===== config.mk =====
export PLATFORM = sky130hd
export DESIGN_NAME = keypad_scanner
export DESIGN_NICKNAME = d
export VERILOG_FILES = /design/src/rtl/keypad_pkg.sv /design/src/rtl/keypad_evt_fifo.sv /design/src/rtl/keypad_scanner.sv
export SDC_FILE = /design/constraint.sdc
export NUM_CORES = 1
export LEC_CHECK = 0
export CAP_MARGIN = 25
export CORE_MARGIN = 3
export CORE_UTILIZATION = 30
export DETAILED_ROUTE_END_ITERATION = 12
export DONT_BUFFER_PORTS = 1
export PLACE_DENSITY_LB_ADDON = 0.12
export SLEW_MARGIN = 20
export SYNTH_ARGS = -nofsm -noshare
export SYNTH_HDL_FRONTEND = slang
export SYNTH_SLANG_ARGS = --single-unit

===== constraint.sdc =====
create_clock -name clk -period 4.82 [get_ports clk]
set_input_delay 0.964 -clock clk [delete_from_list [all_inputs] [get_ports clk]]
set_output_delay 0.964 -clock clk [all_outputs]
set_load 0.02 [all_outputs]

===== src/rtl/keypad_pkg.sv =====
// keypad_pkg: shared types and helpers for the matrix-keypad scanner.
//
// Contents:
//   keypad_evt_t   - event record {press, row, col}. Fields are sized for the
//                    largest supported keypad (16x16). The scanner packs the
//                    fields down to its own RW/CW widths.
//   idx_w/rw_f/cw_f - index widths, max(1, clog2(n)).
//   cnt_w          - debounce counter width, clog2(DEBOUNCE_SCANS+1).
//   scan_div_ok    - SCAN_DIV must leave room to evaluate every column of a
//                    slot (SCAN_DIV >= COLS+1, and at least 4).
//   is_pow2        - FIFO depth check.
package keypad_pkg;

    localparam int EVT_ROW_W = 4;
    localparam int EVT_COL_W = 4;

    typedef struct packed {
        logic                 press;
        logic [EVT_ROW_W-1:0] row;
        logic [EVT_COL_W-1:0] col;
    } keypad_evt_t;

    function automatic int idx_w(input int n);
        return (n > 2) ? $clog2(n) : 1;
    endfunction

    function automatic int rw_f(input int rows);
        return idx_w(rows);
    endfunction

    function automatic int cw_f(input int cols);
        return idx_w(cols);
    endfunction

    function automatic int cnt_w(input int debounce_scans);
        return $clog2(debounce_scans + 1);
    endfunction

    function automatic bit scan_div_ok(input int scan_div, input int cols);
        return (scan_div >= cols + 1) && (scan_div >= 4);
    endfunction

    function automatic bit is_pow2(input int n);
        return (n > 0) && ((n & (n - 1)) == 0);
    endfunction

endpackage


===== src/rtl/keypad_evt_fifo.sv =====
// keypad_evt_fifo: synchronous FIFO holding keypad events.
//
// Ports:
//   clk, rst_n        - clock, asynchronous active-low reset (empties FIFO)
//   wr_en, wr_data    - push request; accepted when not full, or when full
//                       and a pop happens in the same cycle
//   full              - FIFO holds DEPTH entries
//   rd_en             - pop request; honoured when not empty
//   rd_data           - head entry, forced to 0 while empty
//   empty             - FIFO holds no entries
module keypad_evt_fifo
    import keypad_pkg::*;
#(
    parameter int WIDTH = 8,
    parameter int DEPTH = 4
) (
    input  logic             clk,
    input  logic             rst_n,
    input  logic             wr_en,
    input  logic [WIDTH-1:0] wr_data,
    output logic             full,
    input  logic             rd_en,
    output logic [WIDTH-1:0] rd_data,
    output logic             empty
);

    localparam int AW = idx_w(DEPTH);
    localparam int CW = $clog2(DEPTH + 1);
    localparam logic [AW-1:0] PTR_LAST = AW'(DEPTH - 1);
    localparam logic [CW-1:0] CNT_FULL = CW'(DEPTH);

    logic [WIDTH-1:0] mem_q [DEPTH];
    logic [AW-1:0]    wr_ptr_q, wr_ptr_d;
    logic [AW-1:0]    rd_ptr_q, rd_ptr_d;
    logic [CW-1:0]    count_q, count_d;
    logic             wr_ok;
    logic             rd_ok;

    function automatic logic [AW-1:0] ptr_inc(input logic [AW-1:0] p);
        return (p == PTR_LAST) ? '0 : p + 1'b1;
    endfunction

    assign full  = (count_q == CNT_FULL);
    assign empty = (count_q == '0);

    // A pop frees the slot the push needs, so push-while-full is legal then.
    assign wr_ok = wr_en && (!full || rd_en);
    assign rd_ok = rd_en && !empty;

    always_comb begin
        wr_ptr_d = wr_ok ? ptr_inc(wr_ptr_q) : wr_ptr_q;
        rd_ptr_d = rd_ok ? ptr_inc(rd_ptr_q) : rd_ptr_q;
        case ({wr_ok, rd_ok})
            2'b10:   count_d = count_q + 1'b1;
            2'b01:   count_d = count_q - 1'b1;
            default: count_d = count_q;
        endcase
    end

    always_ff @(posedge clk or negedge rst_n) begin
        if (!rst_n) begin
            wr_ptr_q <= '0;
            rd_ptr_q <= '0;
            count_q  <= '0;
        end else begin
            wr_ptr_q <= wr_ptr_d;
            rd_ptr_q <= rd_ptr_d;
            count_q  <= count_d;
        end
    end

    // Storage is not reset; the empty mask keeps stale entries invisible.
    always_ff @(posedge clk) begin
        if (wr_ok) begin
            mem_q[wr_ptr_q] <= wr_data;
        end
    end

    assign rd_data = empty ? '0 : mem_q[rd_ptr_q];

endmodule


===== src/rtl/keypad_scanner.sv =====
// keypad_scanner: ROWS x COLS matrix-keypad scanner with debounce and an
// event FIFO.
//
// Optional feature macro: KEYPAD_RELEASE_EVENTS_EN
//   defined     - both press and release events are queued
//   not defined - only press events are queued; releases commit silently
//
// Ports:
//   clk        - single clock
//   rst_n      - asynchronous active-low reset
//   row_oe     - one-hot row drive enable (pin pulled to 0 when set), 0 in reset
//   row_in     - row pad readback (asynchronous)
//   col_n      - column pins, active-low pressed on the driven row (asynchronous)
//   evt_valid  - an event is at the FIFO head
//   evt_ready  - consumer accepts the head event
//   evt_code   - head event {press, row, col}
//   error      - sticky row-contention flag
//   err_clr    - synchronous clear of error (a simultaneous set wins)
module keypad_scanner
    import keypad_pkg::*;
#(
    parameter int ROWS           = 4,
    parameter int COLS           = 3,
    parameter int SCAN_DIV       = 64,
    parameter int DEBOUNCE_SCANS = 4,
    parameter int FIFO_DEPTH     = 4
) (
    input  logic                             clk,
    input  logic                             rst_n,
    output logic [ROWS-1:0]                  row_oe,
    input  logic [ROWS-1:0]                  row_in,
    input  logic [COLS-1:0]                  col_n,
    output logic                             evt_valid,
    input  logic                             evt_ready,
    output logic [rw_f(ROWS)+cw_f(COLS):0]   evt_code,
    output logic                             error,
    input  logic                             err_clr
);

    localparam int RW    = rw_f(ROWS);
    localparam int CW    = cw_f(COLS);
    localparam int EW    = 1 + RW + CW;
    localparam int KEYS  = ROWS * COLS;
    localparam int KW    = idx_w(KEYS);
    localparam int CNT_W = cnt_w(DEBOUNCE_SCANS);
    localparam int DIV_W = $clog2(SCAN_DIV);

    localparam logic [DIV_W-1:0] DIV_LAST   = DIV_W'(SCAN_DIV - 1);
    localparam logic [DIV_W-1:0] EVAL_FIRST = DIV_W'(1);
    localparam logic [DIV_W-1:0] EVAL_LAST  = DIV_W'(COLS);
    localparam logic [DIV_W-1:0] CHK_FIRST  = DIV_W'(2);
    localparam logic [RW-1:0]    ROW_LAST   = RW'(ROWS - 1);
    localparam logic [CNT_W-1:0] DEB_MAX    = CNT_W'(DEBOUNCE_SCANS);

`ifdef KEYPAD_RELEASE_EVENTS_EN
    localparam bit REL_EVT = 1'b1;
`else
    localparam bit REL_EVT = 1'b0;
`endif

    if (!scan_div_ok(SCAN_DIV, COLS)) begin : g_bad_scan_div
        $error("keypad_scanner: SCAN_DIV must be >= COLS+1 and >= 4");
    end
    if (!is_pow2(FIFO_DEPTH)) begin : g_bad_fifo_depth
        $error("keypad_scanner: FIFO_DEPTH must be a power of two");
    end

    function automatic logic [CNT_W-1:0] sat_inc(input logic [CNT_W-1:0] v);
        return (v >= DEB_MAX) ? DEB_MAX : v + 1'b1;
    endfunction

    // ---------------------------------------------------------------
    // Input synchronisers. Columns idle high (pulled up); rows idle low
    // so nothing looks like contention straight out of reset.
    // ---------------------------------------------------------------
    logic [COLS-1:0] col_meta_q, col_sync_q;
    logic [ROWS-1:0] row_meta_q, row_sync_q;

    always_ff @(posedge clk or negedge rst_n) begin
        if (!rst_n) begin
            col_meta_q <= '1;
            col_sync_q <= '1;
            row_meta_q <= '0;
            row_sync_q <= '0;
        end else begin
            col_meta_q <= col_n;
            col_sync_q <= col_meta_q;
            row_meta_q <= row_in;
            row_sync_q <= row_meta_q;
        end
    end

    // ---------------------------------------------------------------
    // Scan counter. active_q holds row_oe at zero for exactly the reset
    // period; the slot counter only runs once a row is being driven.
    // ---------------------------------------------------------------
    logic             active_q, active_d;
    logic [DIV_W-1:0] div_q, div_d;
    logic [RW-1:0]    row_q, row_d;
    logic             slot_end;

    always_comb begin
        active_d = 1'b1;
        div_d    = div_q;
        row_d    = row_q;
        slot_end = active_q && (div_q == DIV_LAST);
        if (active_q) begin
            if (slot_end) begin
                div_d = '0;
                row_d = (row_q == ROW_LAST) ? '0 : row_q + 1'b1;
            end else begin
                div_d = div_q + 1'b1;
            end
        end
    end

    always_ff @(posedge clk or negedge rst_n) begin
        if (!rst_n) begin
            active_q <= 1'b0;
            div_q    <= '0;
            row_q    <= '0;
        end else begin
            active_q <= active_d;
            div_q    <= div_d;
            row_q    <= row_d;
        end
    end

    always_comb begin
        row_oe = '0;
        if (active_q) begin
            row_oe[row_q] = 1'b1;
        end
    end

    // ---------------------------------------------------------------
    // Slot sample. The column snapshot taken on the last cycle of a slot
    // is held through the following slot while its keys are evaluated.
    // ---------------------------------------------------------------
    logic [COLS-1:0] samp_q, samp_d;
    logic [RW-1:0]   samp_row_q, samp_row_d;

    always_comb begin
        samp_d     = samp_q;
        samp_row_d = samp_row_q;
        if (slot_end) begin
            samp_d     = col_sync_q;
            samp_row_d = row_q;
        end
    end

    always_ff @(posedge clk or negedge rst_n) begin
        if (!rst_n) begin
            samp_q     <= '1;
            samp_row_q <= '0;
        end else begin
            samp_q     <= samp_d;
            samp_row_q <= samp_row_d;
        end
    end

    // ---------------------------------------------------------------
    // Debounce array. One key per cycle: column c of the held sample is
    // evaluated on slot cycle c+1, so each key touches its state alone.
    // ---------------------------------------------------------------
    logic [KEYS-1:0]            commit_q, commit_d;
    logic [KEYS-1:0][CNT_W-1:0] cnt_q, cnt_d;
    logic                       eval_en;
    logic [CW-1:0]              eval_col;
    logic [KW-1:0]              key_idx;
    logic                       raw_press;
    logic                       cur_commit;
    logic [CNT_W-1:0]           nxt_cnt;
    logic                       can_push;
    logic                       push;
    keypad_evt_t                push_evt;
    logic [EW-1:0]              push_code;
    logic                       fifo_full;
    logic                       fifo_empty;

    assign eval_en   = active_q && (div_q >= EVAL_FIRST) && (div_q <= EVAL_LAST);
    assign eval_col  = CW'(div_q - 1'b1);
    assign key_idx   = KW'(int'(samp_row_q) * COLS + int'(eval_col));
    assign raw_press = ~samp_q[eval_col];

    // A pop in this cycle frees a slot even when the FIFO reads full.
    assign can_push  = !fifo_full || (evt_valid && evt_ready);

    always_comb begin
        commit_d   = commit_q;
        cnt_d      = cnt_q;
        push       = 1'b0;
        cur_commit = commit_q[key_idx];
        nxt_cnt    = sat_inc(cnt_q[key_idx]);
        if (eval_en) begin
            if (raw_press == cur_commit) begin
                cnt_d[key_idx] = '0;
            end else begin
                cnt_d[key_idx] = nxt_cnt;
                if (nxt_cnt == DEB_MAX) begin
                    if (raw_press || REL_EVT) begin
                        // No room: leave the counter saturated and retry
                        // on this key's next sample.
                        if (can_push) begin
                            push              = 1'b1;
                            commit_d[key_idx] = raw_press;
                            cnt_d[key_idx]    = '0;
                        end
                    end else begin
                        commit_d[key_idx] = raw_press;
                        cnt_d[key_idx]    = '0;
                    end
                end
            end
        end
    end

    always_ff @(posedge clk or negedge rst_n) begin
        if (!rst_n) begin
            commit_q <= '0;
            cnt_q    <= '0;
        end else begin
            commit_q <= commit_d;
            cnt_q    <= cnt_d;
        end
    end

    always_comb begin
        push_evt.press = raw_press;
        push_evt.row   = EVT_ROW_W'(samp_row_q);
        push_evt.col   = EVT_COL_W'(eval_col);
        // Row/column always fit their RW/CW fields, so truncation is exact.
        push_code = EW'((32'(push_evt.press) << (RW + CW))
                      | (32'(push_evt.row) << CW)
                      | 32'(push_evt.col));
    end

    // ---------------------------------------------------------------
    // Event FIFO
    // ---------------------------------------------------------------
    keypad_evt_fifo #(
        .WIDTH (EW),
        .DEPTH (FIFO_DEPTH)
    ) u_evt_fifo (
        .clk     (clk),
        .rst_n   (rst_n),
        .wr_en   (push),
        .wr_data (push_code),
        .full    (fifo_full),
        .rd_en   (evt_ready),
        .rd_data (evt_code),
        .empty   (fifo_empty)
    );

    assign evt_valid = !fifo_empty;

    // ---------------------------------------------------------------
    // Contention check. The first two slot cycles are skipped so the
    // synchronised readback reflects the row now being driven.
    // ---------------------------------------------------------------
    logic error_q, error_d;
    logic err_set;

    assign err_set = active_q && (div_q >= CHK_FIRST) && row_sync_q[row_q];

    always_comb begin
        error_d = error_q;
        if (err_set) begin
            error_d = 1'b1;
        end else if (err_clr) begin
            error_d = 1'b0;
        end
    end

    always_ff @(posedge clk or negedge rst_n) begin
        if (!rst_n) begin
            error_q <= 1'b0;
        end else begin
            error_q <= error_d;
        end
    end

    assign error = error_q;

endmodule


==> results of run 1 <==
## timing repair
item / in CTS / in global routing
pin swaps: 0 / 3
buffers inserted: 0 / 8
gates resized for setup: 1 / 13
endpoints found under the setup margin: 1 / 24
gates cloned: 0 / 1
hold endpoints to repair: 0 / 0
## critical path, delay by kind of cell, from the launching register on
| family | cells | cell delay (ns) |
|---|---|---|
| flops | 1 | 0.39 |
| xor+xnor | 2 | 0.28 |
| simple gates | 4 | 0.82 |
| mux | 1 | 0.35 |
| compound gates | 3 | 0.48 |
| fa+ha+maj | 6 | 1.71 |
| buf+inv | 5 | 0.40 |
## final timing paths
check | from | end | slack [ns] | depth (start not counted)
setup / recovery | div_q[0]$_DFFE_PN0P_ | u_evt_fifo.count_q[2]$_DFFE_PN0P_ | 0.23 | 21
hold / removal | rst_n | u_evt_fifo.wr_ptr_q[0]$_DFFE_PN0P_ | 0.30 | 0
setup reg to reg | div_q[0]$_DFFE_PN0P_ | u_evt_fifo.count_q[2]$_DFFE_PN0P_ | 0.23 | 21
hold reg to reg | row_meta_q[1]$_DFF_PN0_ | row_sync_q[1]$_DFF_PN0_ | 0.35 | 0
max in group asynchronous | rst_n | col_meta_q[1]$_DFF_PN1_ | 4.29 | 0
min in group clk | row_meta_q[1]$_DFF_PN0_ | row_sync_q[1]$_DFF_PN0_ | 0.35 | 0
## per-layer routing
layer  vias to the layer above  track usage, %  wire length, um
li1                       1373               -                -
met1                      1472            15.9             4940
met2                        30            17.3             4540
met3                        16            2.75              260
met4                         0            4.70              264
met5                         -               0                0
## flip-flops by register name (all words and copies together), names as in the netlist, 2 cells and up
name                 cells
row_q                    2
samp_row_q               2
u_evt_fifo.count_q       3
cnt_q                   36
u_evt_fifo.wr_ptr_q      2
col_meta_q               3
commit_q                12
u_evt_fifo.mem_q        20
u_evt_fifo.rd_ptr_q      2
row_sync_q               4
div_q                    6
col_sync_q               3
row_meta_q               4
samp_q                   3
## placed cells by master (no fill, tap or decap), types with 2 or more instances in the layout
| master | netlist | final |
|---|---|---|
| sky130_fd_sc_hd__mux2i_1 | 11 | 11 |
| sky130_fd_sc_hd__a21oi_1 | 5 | 3 |
| sky130_fd_sc_hd__mux2_1 | 15 | 14 |
| sky130_fd_sc_hd__inv_6 | 0 | 2 |
| sky130_fd_sc_hd__nand4_1 | 16 | 16 |
| sky130_fd_sc_hd__a21oi_2 | 1 | 3 |
| sky130_fd_sc_hd__nor3_1 | 4 | 4 |
| sky130_fd_sc_hd__and2_1 | 15 | 15 |
| sky130_fd_sc_hd__dfrtp_1 | 75 | 75 |
| sky130_fd_sc_hd__ha_1 | 18 | 16 |
| sky130_fd_sc_hd__nand3_1 | 4 | 3 |
| sky130_fd_sc_hd__mux2_2 | 37 | 38 |
| sky130_fd_sc_hd__inv_1 | 18 | 15 |
| sky130_fd_sc_hd__a41o_1 | 3 | 3 |
| sky130_fd_sc_hd__xnor2_1 | 3 | 3 |
| sky130_fd_sc_hd__nor2b_1 | 5 | 5 |
| sky130_fd_sc_hd__inv_2 | 5 | 8 |
| sky130_fd_sc_hd__nand2_1 | 18 | 18 |
| sky130_fd_sc_hd__mux4_2 | 15 | 15 |
| sky130_fd_sc_hd__o21ai_0 | 8 | 8 |
| sky130_fd_sc_hd__clkbuf_16 | 0 | 11 |
| sky130_fd_sc_hd__inv_8 | 0 | 2 |
| sky130_fd_sc_hd__buf_4 | 2 | 20 |
| sky130_fd_sc_hd__fa_1 | 3 | 2 |
| sky130_fd_sc_hd__xor2_1 | 3 | 3 |
| sky130_fd_sc_hd__ha_4 | 0 | 2 |
| sky130_fd_sc_hd__dfstp_2 | 9 | 9 |
| sky130_fd_sc_hd__nand2b_1 | 4 | 3 |
| sky130_fd_sc_hd__edfxtp_1 | 20 | 20 |
| sky130_fd_sc_hd__nor2_1 | 21 | 21 |
## where the power goes
part	leakage [nW]	switching, mW	internal [mW]
sequential	1.24	0.0986	1.01
combinational	1.09	0.545	0.436
clock	0.163	0.343	0.446
total	2.49	0.986	1.89
## area by class of cell
type | count | area share, %
clock buffers | 10 | 4.32
clock inverters | 6 | 1.36
inverters | 23 | 1.49
multi-input cells | 232 | 37.9
flip-flops and latches | 104 | 46.9
well taps | 216 | 4.67
repair buffers | 22 | 3.37
## stage by stage
step / hold WS [ns] / cell area (um2)
finish: 0.305 / 5790
global route: 0.284 / 5790
CTS: 0.288 / 5650
detailed placement: 0.335 / 5320
global placement: 0.336 / 5320
floorplan: 0.331 / 5050
## cells by family after synthesis
| logic type | synth area share [%] |
|---|---|
| adder cells (fa/ha/maj) | 5.67 |
| flip-flops | 53.9 |
| multiplexers | 20.5 |
| XOR/XNOR | 1.04 |
| AND/OR/NAND/NOR | 10.4 |
| AO/OA/AOI/OAI | 4.60 |
| buffers and inverters | 3.73 |
| other | 0.0745 |
==> summary.json, run 1 <==
{
  "post-route-worst-setup-slack_ns": 0.230,
  "synth_common_cells": "sky130_fd_sc_hd__dfrtp_1, sky130_fd_sc_hd__mux2_2, sky130_fd_sc_hd__nor2_1, sky130_fd_sc_hd__edfxtp_1",
  "placement.io_buffers": 0,
  "worst-path-max-fanout": 10,
  "timing.critical_path.slowest_stage_cell": "sky130_fd_sc_hd__fa_1",
  "design.core.area_mm2": 0.0162,
  "gr-total-overflow": 0,
  "final.fill_count": 1548,
  "critical_path_required_ns": 5.05,
  "multiInputGateArea_mm2": 0.00219,
  "groute.usage.overall_pct": 11.5,
  "status": "completed",
  "syn_area_mm2": 0.00503,
  "yosys_most_used_dff": "sky130_fd_sc_hd__dfrtp_1",
  "clk_pin_slew_ns": 0.07,
  "dr_total_vias": 2891,
  "start_kind": "flop",
  "dp_slack_ns": -0.00497,
  "ctsLongestPathBuffers": 2,
  "initial_utilization_pct": 31.1,
  "fin_cells": 613,
  "area_growth_syn_to_layout_pct": 15.0,
  "syn_nets": 409,
  "layout.area.seq_mm2": 0.00271,
  "hold_class": "in -> async",
  "clock_latency_ns": 0.35,
  "hold_violations": 0,
  "ctsHtreeMaxLevel": 3,
  "num_antenna_cells": 0,
  "asyncSetResetFlopFracSynth_pct": 80.8,
  "min_period_over_period_pct": 95.2,
  "cts-root-buf": "sky130_fd_sc_hd__clkbuf_16",
  "critical_path_arrival_ns": 4.82,
  "finalSetupViolCount": 0,
  "drc": 0,
  "setup-tns-final_ns": 0,
  "synth_warnings": 0,
  "cts_hold_buf": 0,
  "report.final.slew_viol_count": 0,
  "design.die.area_mm2": 0.0184,
  "first_pass_iters": 4,
  "path_class": "reg -> reg",
  "ios": 22,
  "max_freq_ghz": 0.218,
  "p_total_mw": 2.88,
  "detailed_place_hpwl_um": 6940,
  "cts_tree": "done",
  "final_period_minus_worst_setup_slack_ns": 4.59,
  "detail_route.iter0.violations": 87,
  "gpl.final_weighted_congestion": 0.750,
  "synthDominantAreaCellType": "sky130_fd_sc_hd__dfrtp_1",
  "synth_area_per_cell_um2": 13.3,
  "irDropWorstVdd_mv": 0.244,
  "pin_count_of_the_biggest_net_entering_global_routing": 85,
  "grt_antenna_before_repair": 0,
  "number_of_rows_created_at_floorplan": 46,
  "postLayoutCoreUtil_pct": 35.8,
  "drive_gt1_share_pct": 31.5,
  "grt_pass1_vias": 3072,
  "timing.critical_path.to_type": "flop",
  "timing.critical_path.slowest_cell_delay_ns": 0.47,
  "drt-wirelength-per-cell_um": 16.3,
  "die_h_um": 136,
  "top_cell_type_s_share_of_synthesized_area_pct": 37.3,
  "max_slew_margin_pct": 39.4,
  "tritoncts_num_sinks": 104,
  "cap_violations": 0,
  "postSynthRegisterBits": 104,
  "place_inst": 588,
  "antenna_left": 0,
  "power_density_mw_per_mm2": 498,
  "finalClockSkew_ns": 0.00616,
  "nNetsFinal": 424,
  "synth-edff-count": 20,
  "synth.most_common_cell": "sky130_fd_sc_hd__dfrtp_1",
  "synth_sequential_area_ratio_pct": 53.9,
  "chipWidth_um": 136,
  "static-leakage-power_nw": 2.49,
  "grt_pass1_wl_um": 16500,
  "postRouteWirelength_um": 10000,
  "crit_path_cell_trace": "inv_2 > ha_4 > fa_1 > inv_1 > ha_4 > buf_12 > mux2_2 > o31a_1 > a21oi_2 > a21oi_2 > ha_1 > or3b_4 > nand4_1 > and4b_1 > inv_2 > ha_1 > inv_1 > fa_1 > xor2_1 > nor2_1 > xor2_1",
  "cts_made_buffers": 9,
  "ys_top_cells_by_area": "sky130_fd_sc_hd__dfrtp_1, sky130_fd_sc_hd__edfxtp_1, sky130_fd_sc_hd__mux2_2, sky130_fd_sc_hd__mux4_2, sky130_fd_sc_hd__dfstp_2",
  "syn-instance-count": 377,
  "yosysUniqueCellTypes": 52,
  "via_per_inst": 4.72,
  "worstMarginPinSlew_ns": 0.905
}
No activity file was read; power rests on OpenSTA's default activity.
==> run 2, diff against run 1 <==
Settings changed: MAX_ROUTING_LAYER set to met4.
==> summary.json, run 2 (synthesis gave the netlist of run 1 again) <==
{
  "share_comb_of_total_power_pct": 34.0,
  "ctsLongestPathBuffers": 2,
  "detail_route.iter0.violations": 82,
  "placement.io_buffers": 0,
  "design.die.area_mm2": 0.0184,
  "final_period_minus_worst_setup_slack_ns": 4.59,
  "first_pass_iters": 4,
  "sw_frac_of_total_pct": 34.2,
  "layout_top_registers": "cnt_q x36, u_evt_fifo.mem_q x20, commit_q x12",
  "area_growth_syn_to_layout_pct": 15.0,
  "fin_cells": 613,
  "irDropWorstVdd_mv": 0.242,
  "dp_slack_ns": -0.00497,
  "share_seq_of_total_power_pct": 38.6,
  "start_kind": "flop",
  "power.share.clock_pct": 27.4,
  "detailed_place_hpwl_um": 6940,
  "report.final.slew_viol_count": 0,
  "largest_register": "cnt_q",
  "gpl.final_weighted_congestion": 0.759,
  "tritoncts_num_sinks": 104,
  "p_sw_mw": 0.984,
  "clock_latency_ns": 0.35,
  "worst-path-max-fanout": 10,
  "critical_path_required_ns": 5.05,
  "drt-wirelength-per-cell_um": 16.3,
  "nNetsFinal": 424,
  "grt_pass1_vias": 3071,
  "path_class": "reg -> reg",
  "chipWidth_um": 136,
  "status": "completed",
  "min_period_over_period_pct": 95.3,
  "static-leakage-power_nw": 2.49,
  "cts_tree": "done",
  "cts-root-buf": "sky130_fd_sc_hd__clkbuf_16",
  "number_of_rows_created_at_floorplan": 46,
  "hold_class": "in -> async",
  "place_inst": 588,
  "gr-total-overflow": 0,
  "die_h_um": 136,
  "design.core.area_mm2": 0.0162,
  "cts_made_buffers": 9,
  "via_per_inst": 4.73,
  "finalSetupViolCount": 0,
  "critical_path.top_delay_family": "adder cells",
  "grt_antenna_before_repair": 0,
  "timing.critical_path.slowest_cell_delay_ns": 0.47,
  "groute.usage.overall_pct": 11.9,
  "largest_register_ff_count": 36,
  "antenna_left": 0,
  "dr_total_vias": 2900,
  "num_antenna_cells": 0,
  "max_slew_margin_pct": 39.1,
  "postRouteWirelength_um": 9970,
  "timing.critical_path.slowest_stage_cell": "sky130_fd_sc_hd__fa_1",
  "drc": 0,
  "worstMarginPinSlew_ns": 0.910,
  "clk_pin_slew_ns": 0.07,
  "critical_path.n_buffers_inverters": 5,
  "post-route-worst-setup-slack_ns": 0.226,
  "grt_pass1_wl_um": 16400,
  "cap_violations": 0,
  "crit_path_cell_trace": "inv_2 > ha_4 > fa_1 > inv_1 > ha_4 > buf_12 > mux2_2 > o31a_1 > a21oi_2 > a21oi_2 > ha_1 > or3b_4 > nand4_1 > and4b_1 > inv_2 > ha_1 > inv_1 > fa_1 > xor2_1 > nor2_1 > xor2_1",
  "critical_path_arrival_ns": 4.83,
  "cts_hold_buf": 0,
  "layout.cells.most_common": "sky130_fd_sc_hd__dfrtp_1",
  "drive_gt1_share_pct": 31.5,
  "p_int_mw": 1.89,
  "initial_utilization_pct": 31.1,
  "finalClockSkew_ns": 0.00519,
  "most-common-layout-cells": "sky130_fd_sc_hd__dfrtp_1, sky130_fd_sc_hd__mux2_2, sky130_fd_sc_hd__nor2_1, sky130_fd_sc_hd__buf_4, sky130_fd_sc_hd__edfxtp_1",
  "max_freq_ghz": 0.218,
  "hold_violations": 0,
  "postLayoutCoreUtil_pct": 35.8,
  "power_density_mw_per_mm2": 497,
  "pin_count_of_the_biggest_net_entering_global_routing": 85,
  "ctsHtreeMaxLevel": 3,
  "ios": 22,
  "timing.critical_path.to_type": "flop"
}
==> run 2: cell counts in the layout (fill, tap and decap cells not counted) <==
No cell type changed its count.
==> run 2: area by class of cell <==
type / instances / area (um2)
tap: 216 / 270
clock inverter: 6 / 78.8
sequential: 104 / 2710
inverter: 23 / 86.3
multi-input combinational: 232 / 2190
timing repair buffer: 22 / 195
clock buffer: 10 / 250
fill: 1548 / 10400
==> run 2: power groups by stage <==
stage / sequential, mW / clock, mW / combinational, mW
floorplan: 1.09 / 0 / 0.724
global placement: 1.13 / 0 / 0.883
detailed placement: 1.13 / 0 / 0.887
CTS: 1.11 / 0.826 / 0.892
global route: 1.13 / 0.858 / 1.08
finish: 1.11 / 0.789 / 0.979
==> run 2: timing repair <==
| item | in CTS | in global routing |
|---|---|---|
| pin swaps | 0 | 3 |
| cloned | 0 | 1 |
| gates resized for setup | 1 | 13 |
| setup endpoints to repair | 1 | 24 |
| setup buffers | 0 | 8 |
==> run 2: stage by stage <==
step / power (mW) / hold WS, ns / cell area [um2] / TNS (ns)
final: 2.88 / 0.304 / 5790 / 0
after global routing: 3.07 / 0.284 / 5790 / -0.0126
after CTS: 2.83 / 0.288 / 5650 / 0
after detailed placement: 2.02 / 0.335 / 5320 / -0.00497
after global placement: 2.02 / 0.336 / 5320 / 0
after floorplan: 1.82 / 0.331 / 5050 / 0
==> run 2: metal layers <==
| metal | share of wire, % | up-vias | global-route usage, % |
|---|---|---|---|
| met5 | 0 | - | - |
| met4 | 2.3 | 0 | 4.70 |
| met3 | 2.8 | 13 | 2.75 |
| met2 | 46 | 35 | 17.3 |
| met1 | 49 | 1480 | 16.1 |
| li1 | - | 1372 | - |
==> run 2: worst register-to-register path: cells and delay by family, from the launching register on <==
kind                       cells  cell delay, ns
muxes                          1            0.36
buffers and inverters          5            0.40
xor gates and xnor gates       2            0.28
and+or+nand+nor                4            0.82
DFF                            1            0.39
AOI/OAI and AO/OA              3            0.48
adders and majority gates      6            1.73
==> run 2: final timing paths <==
kind | slack (ns) | to | start | cells after the start
worst max-delay path | 0.23 | u_evt_fifo.count_q[2]$_DFFE_PN0P_ | div_q[0]$_DFFE_PN0P_ | 21
worst min-delay path | 0.30 | u_evt_fifo.wr_ptr_q[0]$_DFFE_PN0P_ | rst_n | 0
worst max register to register | 0.23 | u_evt_fifo.count_q[2]$_DFFE_PN0P_ | div_q[0]$_DFFE_PN0P_ | 21
worst min register to register | 0.35 | row_sync_q[1]$_DFF_PN0_ | row_meta_q[1]$_DFF_PN0_ | 0
max in group asynchronous | 4.28 | col_sync_q[1]$_DFF_PN1_ | rst_n | 0
min in group clk | 0.35 | row_sync_q[1]$_DFF_PN0_ | row_meta_q[1]$_DFF_PN0_ | 0
